===== src/rtl/maxpool_unit.sv =====
// Per-channel signed max pooling over WIN accepted beats, with a bypass mode and a single output register.
// Optional macro MAXPOOL_RELU_EN clamps negative output channels to zero in both modes.
module maxpool_unit #(
  parameter int DATA_W = 8,
  parameter int CH     = 4,
  parameter int WIN    = 4
) (
  input  logic                 clk,
  input  logic                 rst,
  input  logic                 maxpool_en,
  input  logic                 flush,
  input  logic                 in_valid,
  output logic                 in_ready,
  input  logic [CH*DATA_W-1:0] in_data,
  output logic                 out_valid,
  input  logic                 out_ready,
  output logic [CH*DATA_W-1:0] out_data,
  output logic                 busy
);

  localparam int CNT_W = (WIN > 1) ? $clog2(WIN) : 1;
  localparam logic [CNT_W-1:0] LAST = CNT_W'(WIN - 1);

  logic [CNT_W-1:0]      win_cnt;
  logic [CH*DATA_W-1:0]  acc;
  logic [CH*DATA_W-1:0]  merged;
  logic [CH*DATA_W-1:0]  result;
  logic [CH*DATA_W-1:0]  bypass_val;
  logic                  accept;

  function automatic logic [DATA_W-1:0] relu(input logic [DATA_W-1:0] v);
`ifdef MAXPOOL_RELU_EN
    return v[DATA_W-1] ? '0 : v;
`else
    return v;
`endif
  endfunction

  // Strict greater-than so that ties keep the accumulator value.
  function automatic logic [DATA_W-1:0] smax(input logic [DATA_W-1:0] a_v,
                                             input logic [DATA_W-1:0] d_v);
    return ($signed(d_v) > $signed(a_v)) ? d_v : a_v;
  endfunction

  assign in_ready = !out_valid || out_ready;
  assign accept   = in_valid && in_ready;
  assign busy     = (win_cnt != '0);

  // The first beat of a window seeds the accumulator directly (no zero seeding).
  always_comb begin
    merged     = '0;
    result     = '0;
    bypass_val = '0;
    for (int unsigned c = 0; c < CH; c++) begin
      merged[c*DATA_W +: DATA_W] = (win_cnt == '0) ? in_data[c*DATA_W +: DATA_W]
                                 : smax(acc[c*DATA_W +: DATA_W], in_data[c*DATA_W +: DATA_W]);
      result[c*DATA_W +: DATA_W]     = relu(merged[c*DATA_W +: DATA_W]);
      bypass_val[c*DATA_W +: DATA_W] = relu(in_data[c*DATA_W +: DATA_W]);
    end
  end

  always_ff @(posedge clk) begin
    if (rst) begin
      out_valid <= 1'b0;
      out_data  <= '0;
      acc       <= '0;
      win_cnt   <= '0;
    end else begin
      if (out_valid && out_ready)
        out_valid <= 1'b0;
      if (flush) begin
        win_cnt <= '0;
      end else if (!maxpool_en) begin
        win_cnt <= '0;
        if (accept) begin
          out_data  <= bypass_val;
          out_valid <= 1'b1;
        end
      end else if (accept) begin
        if (win_cnt == LAST) begin
          out_data  <= result;
          out_valid <= 1'b1;
          win_cnt   <= '0;
        end else begin
          acc     <= merged;
          win_cnt <= win_cnt + 1'b1;
        end
      end
    end
  end

endmodule


===== config.mk =====
export PLATFORM = sky130hd
export DESIGN_NAME = maxpool_unit
export DESIGN_NICKNAME = d
export VERILOG_FILES = /design/src/rtl/maxpool_unit.sv
export SDC_FILE = /design/constraint.sdc
export NUM_CORES = 1
export LEC_CHECK = 0
export BUFFER_PORTS_ARGS = -buffer_cell sky130_fd_sc_hd__buf_2
export CAP_MARGIN = 20
export CORE_MARGIN = 3
export CORE_UTILIZATION = 50
export CTS_BUF_LIST = sky130_fd_sc_hd__clkbuf_8
export DETAILED_ROUTE_END_ITERATION = 12
export PLACE_DENSITY = 0.72
export SLEW_MARGIN = 20
export SYNTH_ARGS = -nofsm -noshare
export SYNTH_HDL_FRONTEND = slang
export SYNTH_SLANG_ARGS = --single-unit

===== constraint.sdc =====
create_clock -name clk -period 2.5 [get_ports clk]
set_input_delay 0 -clock clk [delete_from_list [all_inputs] [get_ports clk]]
set_output_delay 0 -clock clk [all_outputs]
set_load 0.02 [all_outputs]

==> flow_summary_export.csv, run 1 <==
group,metric,value,unit
run_status,status,"completed",
hold_path,hold_path_class,"primary input to register",
placement,placement.io_buffers,72,
worst_setup_path,start_kind,"register",
final_layout,finalNetCount,649,
logic_synthesis,synth_area_leaders,"dfxtp_1 (32%), mux2i_1 (11%), ha_1 (10%)",
run,maxCapViolCount,0,
placement,dp_hpwl,6.891,mm
sta,tightest_slew,0.6158,ns
sta,slew_viol_final,0,
logic_synthesis,syn_nets,541,
grt,antenna_found_initial,0,
sta,fmax,433.9,MHz
clock_tree,cts-root-buf,"clkbuf_8",
sta,setup_viol,0,
logic_synthesis,avgSynthCellArea,8.886,um2
clock_tree,clockBufferDepth,2,
worst_setup_path,worstPathRequired,2.78,ns
sta,hold_violations,0,
clock_tree,cts_buffers,9,
grt,grt_pass1_wl,17.30,mm
logic_synthesis,yosys_warnings,0,
logic_synthesis,yosysUniqueCellTypes,51,
logic_synthesis,synth_flop_cell,"dfxtp_1",
sta,finalCriticalPeriod,2.305,ns
final_layout,fill_cells,674,
sta,rsz0062_at_grt,"no",
sta,fin_worst_skew,0.01217,ns
logic_synthesis,synthTopCellsByCount,"dfxtp_1 (67), mux2i_1 (45), inv_1 (39)",
grt,grt-ovfl-total,0,
final_layout,insertedDiodeCount,0,
route,ant_nets,0,
clock_tree,clk_transition_reported_paths,0.08,ns
route,dr.pass1.iters,4,
power_and_ir_drop,leakage,2.085,nW
sta,setup_tns,0,ns
die,num_rows,32,
final_layout,syn_to_final_growth,23.57,%
route,drc,0,
clock_tree,cts_resized,0,
grt,globalRouteTotalUtil,0.2197,
sta,relSlewSlack,0.5881,
worst_setup_path,cp.arrival,2.58,ns
logic_synthesis,synth_top_area_cell,"dfxtp_1",
logic_synthesis,synth_area,4168,um2
clock_tree,cts_tree,"yes",
route,wl,10.05,mm
die,die_h,97.30,um
worst_setup_path,critical_path_class,"register to register",
die,fp.dieW,97.30,um
die,ios,73,
final_layout,register_area,1341,um2
die,die_area,9467,um2
logic_synthesis,synth_seq_cells,67,
route,wl_per_cell,14.72,um
final_layout,multi_input_area,2537,um2
clock_tree,cts_sinks,67,
grt,grt_pass1_vias,3758,
die,initial_core_util,0.5257,
clock_tree,h-tree-depth,3,
power_and_ir_drop,power_density,483.8,nW/um2
grt,grt_max_degree,34,
final_layout,drive_gt1_frac,0.2220,
logic_synthesis,synth_edf_count,0,
logic_synthesis,synth-async-reset-ratio,0,
logic_synthesis,yosys.area.top_type_share,0.3218,
clock_tree,insertion_delay,0.35,ns
route,routed_via_density,5.469,
logic_synthesis,synth.most_common_cell,"dfxtp_1",
route,vias,3735,
route,drtIter0Drc,118,
worst_setup_path,crit_fanout,6,
logic_synthesis,seq_area_frac_synth,0.3218,
worst_setup_path,cp-end-kind,"register",
power_and_ir_drop,vdd_ir_drop_max,0.2583,mV
logic_synthesis,syn_inst,469,
placement,routabilityCongestion,0.8333,
die,core,7928,um2
sta,finalCritPeriodShare,0.9220,
sta,whs,0.004362,ns
routing by layer:
| metal | GRT usage | routed length [um] | vias to the layer above |
|---|---|---|---|
| met3 | 0.04092 | 488 | 22 |
| met1 | 0.2769 | 4634 | 1730 |
| li1 | - | - | 1886 |
| met5 | 0 | 0 | - |
| met2 | 0.3662 | 4730 | 97 |
| met4 | 0.09585 | 200 | 0 |
cells by family after synthesis:
group	share of synthesized area
AO/OA/AOI/OAI	0.1837
adder cells (fa/ha/maj)	0.1021
buffers and inverters	0.07085
flip-flops	0.3218
multiplexers	0.1108
AND/OR/NAND/NOR	0.2108
state kept, by name, indices dropped and copies added (netlist names):
register   count
out_data      32
acc           32
win_cnt        2
out_valid      1
worst max-delay path, stage by stage, from the launching register on:
cell and delay, ns:
dfxtp_1 0.35, inv_1 0.06, ha_1 0.30, a21o_1 0.18
a31oi_1 0.27, o221a_2 0.25, a211oi_2 0.05, buf_4 0.17
or3b_2 0.47, a21oi_1 0.14
per-stage QoR:
step	cells	util	setup slack (ns)	area, um2	total power (W)
6_report	683	0.6496	0.1951	5150	0.002492
5_1_grt	683	0.6496	0.007311	5150	0.002620
4_1_cts	680	0.6468	0.1159	5127	0.002517
3_5_place_dp	634	0.5855	0.1523	4642	0.001611
3_3_place_gp	634	0.5855	0.2871	4642	0.001600
2_1_floorplan	469	-	0.2718	4168	0.001473
report_power, final:
group,internal [W],total [W],switching (W)
clock network,0.000441,0.000860,0.000418
registers,0.00111,0.00113,0.0000241
logic,0.000224,0.000499,0.000275
total,0.00177,0.00249,0.000717
timing repair:
item	4_1_cts	5_1_grt
endpoints found under the setup margin	0	6
hold endpoints to repair	32	0
hold buffers	31	0
setup buffers	0	3
worst paths after layout:
path | start | endpoint | slack (ns) | depth (start not counted)
worst min register to register | out_data[14]$_SDFFE_PP0P_ | out_data[14]$_SDFFE_PP0P_ | 0.49 | 2
worst max register to register | acc[21]$_SDFFE_PP0P_ | acc[22]$_SDFFE_PP0P_ | 0.20 | 9
worst max-delay path | acc[21]$_SDFFE_PP0P_ | acc[22]$_SDFFE_PP0P_ | 0.20 | 9
worst min-delay path | in_data[17] | out_data[17]$_SDFFE_PP0P_ | 0.004 | 3
layout make-up:
cell class                 count  share of cell area
multi-input combinational    338              0.4927
tap                          102             0.02478
clock inverter                 6            0.009961
sequential                    67              0.2604
timing repair buffer         121              0.1589
inverter                      40             0.02915
clock buffer                   9             0.02405
layout by cell type (no fill, tap or decap), drive strengths merged, types with 4 or more instances in the layout:
| master | n |
|---|---|
| a21o | 4 |
| a221oi | 8 |
| nand3 | 4 |
| o22ai | 10 |
| dfxtp | 67 |
| nand4 | 7 |
| nand2b | 30 |
| nor3 | 13 |
| dlygate4sd3 | 31 |
| a2111oi | 8 |
| nor3b | 8 |
| nor2 | 40 |
| a21oi | 27 |
| o21ai | 22 |
| mux2i | 45 |
| nor2b | 7 |
| a211oi | 10 |
| inv | 43 |
| or3b | 9 |
| o211ai | 4 |
| nand2 | 22 |
| ha | 34 |
| and2 | 8 |
| clkbuf | 9 |
| buf | 90 |
(Power assumes the default switching activity.)
==> inputs of run 2 (changes only) <==
--- a/config.mk
+++ b/config.mk
@@ -11,6 +11,7 @@
 export CORE_UTILIZATION = 50
 export CTS_BUF_LIST = sky130_fd_sc_hd__clkbuf_8
 export DETAILED_ROUTE_END_ITERATION = 12
+export GPL_TIMING_DRIVEN = 0
 export PLACE_DENSITY = 0.72
 export SLEW_MARGIN = 20
 export SYNTH_ARGS = -nofsm -noshare
==> constraint.sdc (replaced) <==
create_clock -name clk -period 2.5 [get_ports clk]
set_input_delay 0 -clock clk [delete_from_list [all_inputs] [get_ports clk]]
set_output_delay 0 -clock clk [all_outputs]
set_load 0.005 [all_outputs]
==> run 2 against run 1 <==
First-iteration DRC count is 8.5% lower; via count is 3.1% higher; core utilization is 1.8 points higher.
==> flow_summary_export.csv, run 2 (synthesized netlist as in run 1, its figures left out) <==
group,metric,value,unit
route,routed_via_density,5.506,
clock_tree,h-tree-depth,3,
route,dr.pass1.iters,4,
clock_tree,cts_sinks,67,
die,die_area,9467,um2
final_layout,drive_gt1_frac,0.2295,
sta,fin_ws,0.1350,ns
sta,fin_worst_skew,0.004463,ns
final_layout,final_cell_mix,"buf_2 (73), dfxtp_1 (67), mux2i_1 (45), inv_1 (39), nor2_1 (38)",
sta,finalCritPeriodShare,0.9460,
grt,antenna_found_initial,0,
grt,grt_max_degree,13,
route,drc,0,
grt,grt_pass1_wl,17.84,mm
final_layout,reg.largest.list,"acc (32), out_data (32), win_cnt (2)",
grt,grt-ovfl-total,0,
die,core,7928,um2
hold_path,hold_path_class,"primary input to register",
die,fp.dieW,97.30,um
sta,setup_viol,0,
final_layout,layoutNonFillerInstCount,699,
placement,dp_cells,642,
grt,busiest_layer,"met2",
final_layout,insertedDiodeCount,0,
run,maxCapViolCount,0,
sta,relSlewSlack,0.5156,
route,wl,10.98,mm
placement,placement.io_buffers,71,
worst_setup_path,crit_fanout,6,
grt,globalRouteTotalUtil,0.2261,
final_layout,fill_cells,679,
die,die_h,97.30,um
die,ios,73,
clock_tree,clockBufferDepth,2,
clock_tree,insertion_delay,0.34,ns
sta,hold_violations,0,
sta,slew_viol_final,0,
clock_tree,cts-root-buf,"clkbuf_8",
final_layout,syn_to_final_growth,26.90,%
worst_setup_path,cp.arrival,2.62,ns
sta,finalCriticalPeriod,2.365,ns
power_and_ir_drop,vdd_ir_drop_max,0.2900,mV
grt,grt_use_met3,0.03948,
route,ant_nets,0,
clock_tree,clk_transition_reported_paths,0.08,ns
grt,grt_pass1_vias,3775,
clock_tree,cts_buffers,9,
power_and_ir_drop,power_density,497.8,nW/um2
sta,tightest_slew,0.7265,ns
power_and_ir_drop,leakage,2.116,nW
grt,met1_usage,0.2862,
clock_tree,cts_tree,"yes",
sta,fmax,422.8,MHz
placement,place_ws,0.03649,ns
final_layout,finalNetCount,664,
die,num_rows,32,
power_and_ir_drop,power,0.002633,W
die,initial_core_util,0.5257,
route,drtIter0Drc,108,
placement,dp_hpwl,7.720,mm
route,wl_per_cell,15.71,um
worst_setup_path,cp-end-kind,"register",
run_status,status,"completed",
placement,routabilityCongestion,0.8249,
worst_setup_path,worstPathRequired,2.75,ns
route,vias,3849,
grt,grtUsageMet2,0.3912,
worst_setup_path,start_kind,"register",
worst_setup_path,critical_path_class,"register to register",
final_layout,final_common_cell,"buf_2",
-- run 2: cell types whose count changed in the layout (fill, tap and decap cells not counted), moves of 2 or more --
cell,previous run,this run
clkbuf_1,0,14
clkbuf_8,9,14
inv_1,42,39
clkinvlp_4,0,3
buf_6,0,2
buf_4,17,11
a2111oi_0,8,6
-- run 2: where the power goes --
part	switching (W)	internal (W)	leakage, nW
Sequential	0.0000246	0.00111	0.545
Combinational	0.000264	0.000237	1.47
Clock	0.000442	0.000558	0.101
Total	0.000731	0.00190	2.12
-- run 2: worst max-delay path, cell delays in order, from the launching register on --
cell	delay, ns
dfxtp_1	0.33
inv_1	0.06
ha_1	0.30
or3b_1	0.38
a21oi_1	0.20
nand3_1	0.16
o21ai_4	0.26
mux2_1	0.34
a221oi_1	0.25
-- run 2: stage by stage --
stage,cell area [um2],utilization,hold WS (ns),TNS (ns)
after global placement,4651,0.5866,0.2865,0
after CTS,5167,0.6518,0.000002609,0
after global routing,5289,0.6671,0.04039,-0.005569
after detailed placement,4651,0.5866,0.2987,0
final,5289,0.6671,0.01035,0
after floorplan,4168,-,0.1378,0
-- run 2: path summary, 6_finish.rpt --
check / cells past startpoint / slack (ns) / to / startpoint
min: 3 / 0.01 / out_data[20]$_SDFFE_PP0P_ / in_data[20]
max: 8 / 0.13 / out_data[8]$_SDFFE_PP0P_ / acc[15]$_SDFFE_PP0P_
max reg2reg: 8 / 0.13 / out_data[8]$_SDFFE_PP0P_ / acc[15]$_SDFFE_PP0P_
min reg2reg: 2 / 0.49 / win_cnt[1]$_SDFFE_PP0P_ / win_cnt[1]$_SDFFE_PP0P_
-- run 2: final cells by class --
cell class	count	area [um2]	area share
buffer	24	157.7	0.02981
clock buffer	9	123.9	0.02342
clock inverter	7	92.59	0.01751
inverter	40	150.1	0.02839
multi-input combinational	338	2557	0.4836
sequential	67	1341	0.2536
tap	102	127.6	0.02413
timing repair buffer	112	738.2	0.1396
-- run 2: repair_timing --
item	in CTS	in global routing
setup endpoints to repair	0	19
hold buffers	30	0
buffers inserted	0	11
endpoints found under the hold margin	31	0
resized for setup	0	12
-- run 2: routing by layer --
metal,vias to the layer above,part of all wire
met3,18,0.042
met5,-,0
met2,87,0.48
li1,1924,-
met4,0,0.016
met1,1820,0.46
==> inputs of run 3 (changes only) <==
--- a/config.mk
+++ b/config.mk
@@ -8,11 +8,11 @@
 export BUFFER_PORTS_ARGS = -buffer_cell sky130_fd_sc_hd__buf_2
 export CAP_MARGIN = 20
 export CORE_MARGIN = 3
-export CORE_UTILIZATION = 50
+export CORE_UTILIZATION = 55
 export CTS_BUF_LIST = sky130_fd_sc_hd__clkbuf_8
 export DETAILED_ROUTE_END_ITERATION = 12
 export GPL_TIMING_DRIVEN = 0
-export PLACE_DENSITY = 0.72
+export PLACE_DENSITY = 0.79
 export SLEW_MARGIN = 20
 export SYNTH_ARGS = -nofsm -noshare
 export SYNTH_HDL_FRONTEND = slang
==> run 3 against run 2 <==
Combinational power fell by 2%; largest power group unchanged; count of clock-buffer cells in the layout is 1 higher; sequential share of layout area is 0.13 points higher; worst hold slack better by 0.0030 ns; sequential cell count stayed put; via count up 1.5%; critical path depth up 1; register-to-register slack is essentially flat; die area shrank 8.5%; first-iteration DRC count up 130%.
==> flow_summary_export.csv, run 3 (synthesized netlist as in run 1, its figures left out) <==
group,metric,value,unit
run_status,status,"completed",
worst_setup_path,crit_fanout,8,
grt,antenna_found_initial,0,
route,dr.pass1.iters,4,
hold_path,hold_path_end,"win_cnt[0]$_SDFFE_PP0P_",
worst_setup_path,crit_chain,"inv_1, ha_1, or3b_1, a211oi_2, o21ai_0, nand3b_1, buf_2, mux2i_1, nor2_1",
worst_setup_path,r2r_end,"acc[11]$_SDFFE_PP0P_",
die,initial_core_util,0.5716,
placement,place_ws,0.01349,ns
die,core,7292,um2
route,routed_via_density,5.668,
final_layout,reg.largest.list,"acc (32), out_data (32), win_cnt (2)",
power_and_ir_drop,vdd_ir_drop_max,0.2937,mV
sta,hold_violations,0,
route,drc,0,
final_layout,insertedDiodeCount,0,
grt,grt_pass1_vias,3853,
hold_path,hold_path_class,"primary input to register",
worst_setup_path,cp.arrival,2.58,ns
die,num_rows,31,
worst_setup_path,rrSetupSlack,0.13,ns
worst_setup_path,start_kind,"register",
worst_setup_path,critical-path-top-delay-family,"simple AND/OR/NAND/NOR gates",
sta,fmax,421.7,MHz
hold_path,whs_path_depth,3,
worst_setup_path,r2r-start,"acc[15]$_SDFFE_PP0P_",
placement,placement.io_buffers,71,
power_and_ir_drop,power_density,523.0,nW/um2
final_layout,final_common_cell,"buf_2",
clock_tree,cts_sinks,67,
clock_tree,cts_tree,"yes",
worst_setup_path,max_stage_delay,0.41,ns
sta,relSlewSlack,0.5433,
clock_tree,h-tree-depth,3,
sta,fin_ws,0.1288,ns
sta,slew_viol_final,0,
die,fp.dieW,93.05,um
worst_setup_path,cp-end-kind,"register",
power_and_ir_drop,leakage,2.101,nW
route,vias,3905,
clock_tree,clk_transition_reported_paths,0.07,ns
placement,dp_hpwl,7.578,mm
route,wl_per_cell,15.84,um
worst_setup_path,critical_path_class,"register to register",
clock_tree,cts_buffers,9,
placement,routabilityCongestion,0.8623,
hold_path,hp-start,"flush",
sta,setup_tns,0,ns
worst_setup_path,rr_worst_depth,9,
sta,tightest_slew,0.6850,ns
grt,grt-ovfl-total,0,
worst_setup_path,crit_buf_inv,2,
die,ios,73,
route,ant_nets,0,
clock_tree,insertion_delay,0.34,ns
run,maxCapViolCount,0,
grt,grt_max_degree,13,
grt,globalRouteTotalUtil,0.2531,
final_layout,final_util,0.7215,
worst_setup_path,worstPathRequired,2.71,ns
die,die_h,93.05,um
clock_tree,cts-root-buf,"clkbuf_8",
final_layout,syn_to_final_growth,26.24,%
final_layout,final_cell_mix,"buf_2 (73), dfxtp_1 (67), mux2i_1 (45), inv_1 (39), nor2_1 (38)",
die,die_area,8658,um2
final_layout,layoutNonFillerInstCount,689,
worst_setup_path,cp_slowest_cell,"or3b_1",
sta,finalCritPeriodShare,0.9485,
final_layout,finalNetCount,657,
final_layout,drive_gt1_frac,0.2186,
clock_tree,clockBufferDepth,2,
sta,finalCriticalPeriod,2.371,ns
sta,fin_worst_skew,0.01120,ns
grt,grt_pass1_wl,17.80,mm
placement,dp_cells,639,
route,wl,10.91,mm
route,drtIter0Drc,250,
sta,setup_viol,0,
-- run 3: how the worst max path moves through the flow --
stage               slack, ns  depth (start not counted)                   endpoint            startpoint
floorplan                0.27                          8   out_data[8]$_SDFFE_PP0P_  acc[15]$_SDFFE_PP0P_
global placement         0.11                          8   out_data[8]$_SDFFE_PP0P_  acc[15]$_SDFFE_PP0P_
detailed placement       0.01                          8   out_data[8]$_SDFFE_PP0P_  acc[15]$_SDFFE_PP0P_
CTS                      0.01                          9  out_data[18]$_SDFFE_PP0P_  acc[21]$_SDFFE_PP0P_
global route            -0.01                          9       acc[11]$_SDFFE_PP0P_  acc[15]$_SDFFE_PP0P_
finish                   0.13                          9       acc[11]$_SDFFE_PP0P_  acc[15]$_SDFFE_PP0P_
-- run 3: layout make-up --
class,instances,area (um2)
fillers,573,2031
flip-flops and latches,67,1341
clock buffers,10,137.6
clock inverters,6,111.4
multi-input cells,338,2555
plain buffers,24,153.9
repair buffers,105,688.2
inverters,40,150.1
well taps,99,123.9
-- run 3: through the flow --
stage          cell area [um2]  hold WS [ns]  total power, W
2_1_floorplan             4168        0.1378        0.001446
3_3_place_gp              4647        0.2819        0.001575
3_5_place_dp              4647        0.2946        0.001591
4_1_cts                   5221    0.00007055        0.002755
5_1_grt                   5261       0.01931        0.002867
6_report                  5261       0.01338        0.002752
-- run 3: repair_timing --
item / CTS / global route
gates resized for setup: 0 / 10
endpoints found under the setup margin: 1 / 22
pin swaps: 1 / 2
hold buffers: 31 / 0
cloned: 0 / 0
setup buffers: 2 / 1
endpoints found under the hold margin: 31 / 0
-- run 3: report_power, final --
group / total (W) / leakage [nW] / switching [W] / internal [W]
Combinational: 0.000492 / 1.43 / 0.000263 / 0.000229
Sequential: 0.00113 / 0.545 / 0.0000246 / 0.00111
Clock: 0.00113 / 0.123 / 0.000435 / 0.000692
-- run 3: metal layers --
| layer | up-vias | GRT usage | share of wire |
|---|---|---|---|
| li1 | 1907 | - | - |
| met1 | 1868 | 0.3246 | 0.44 |
| met2 | 116 | 0.4421 | 0.49 |
| met3 | 14 | 0.03620 | 0.050 |
| met4 | 0 | 0.07204 | 0.013 |
| met5 | - | 0 | 0 |
-- run 3: worst reg2reg max path: cells and delay by family (launching register included) --
kind,cells,cell delay [ns]
simple gates,3,0.59
compound gates,2,0.42
flops,1,0.34
buf+inv,2,0.34
fa+ha+maj,1,0.31
mux,1,0.25
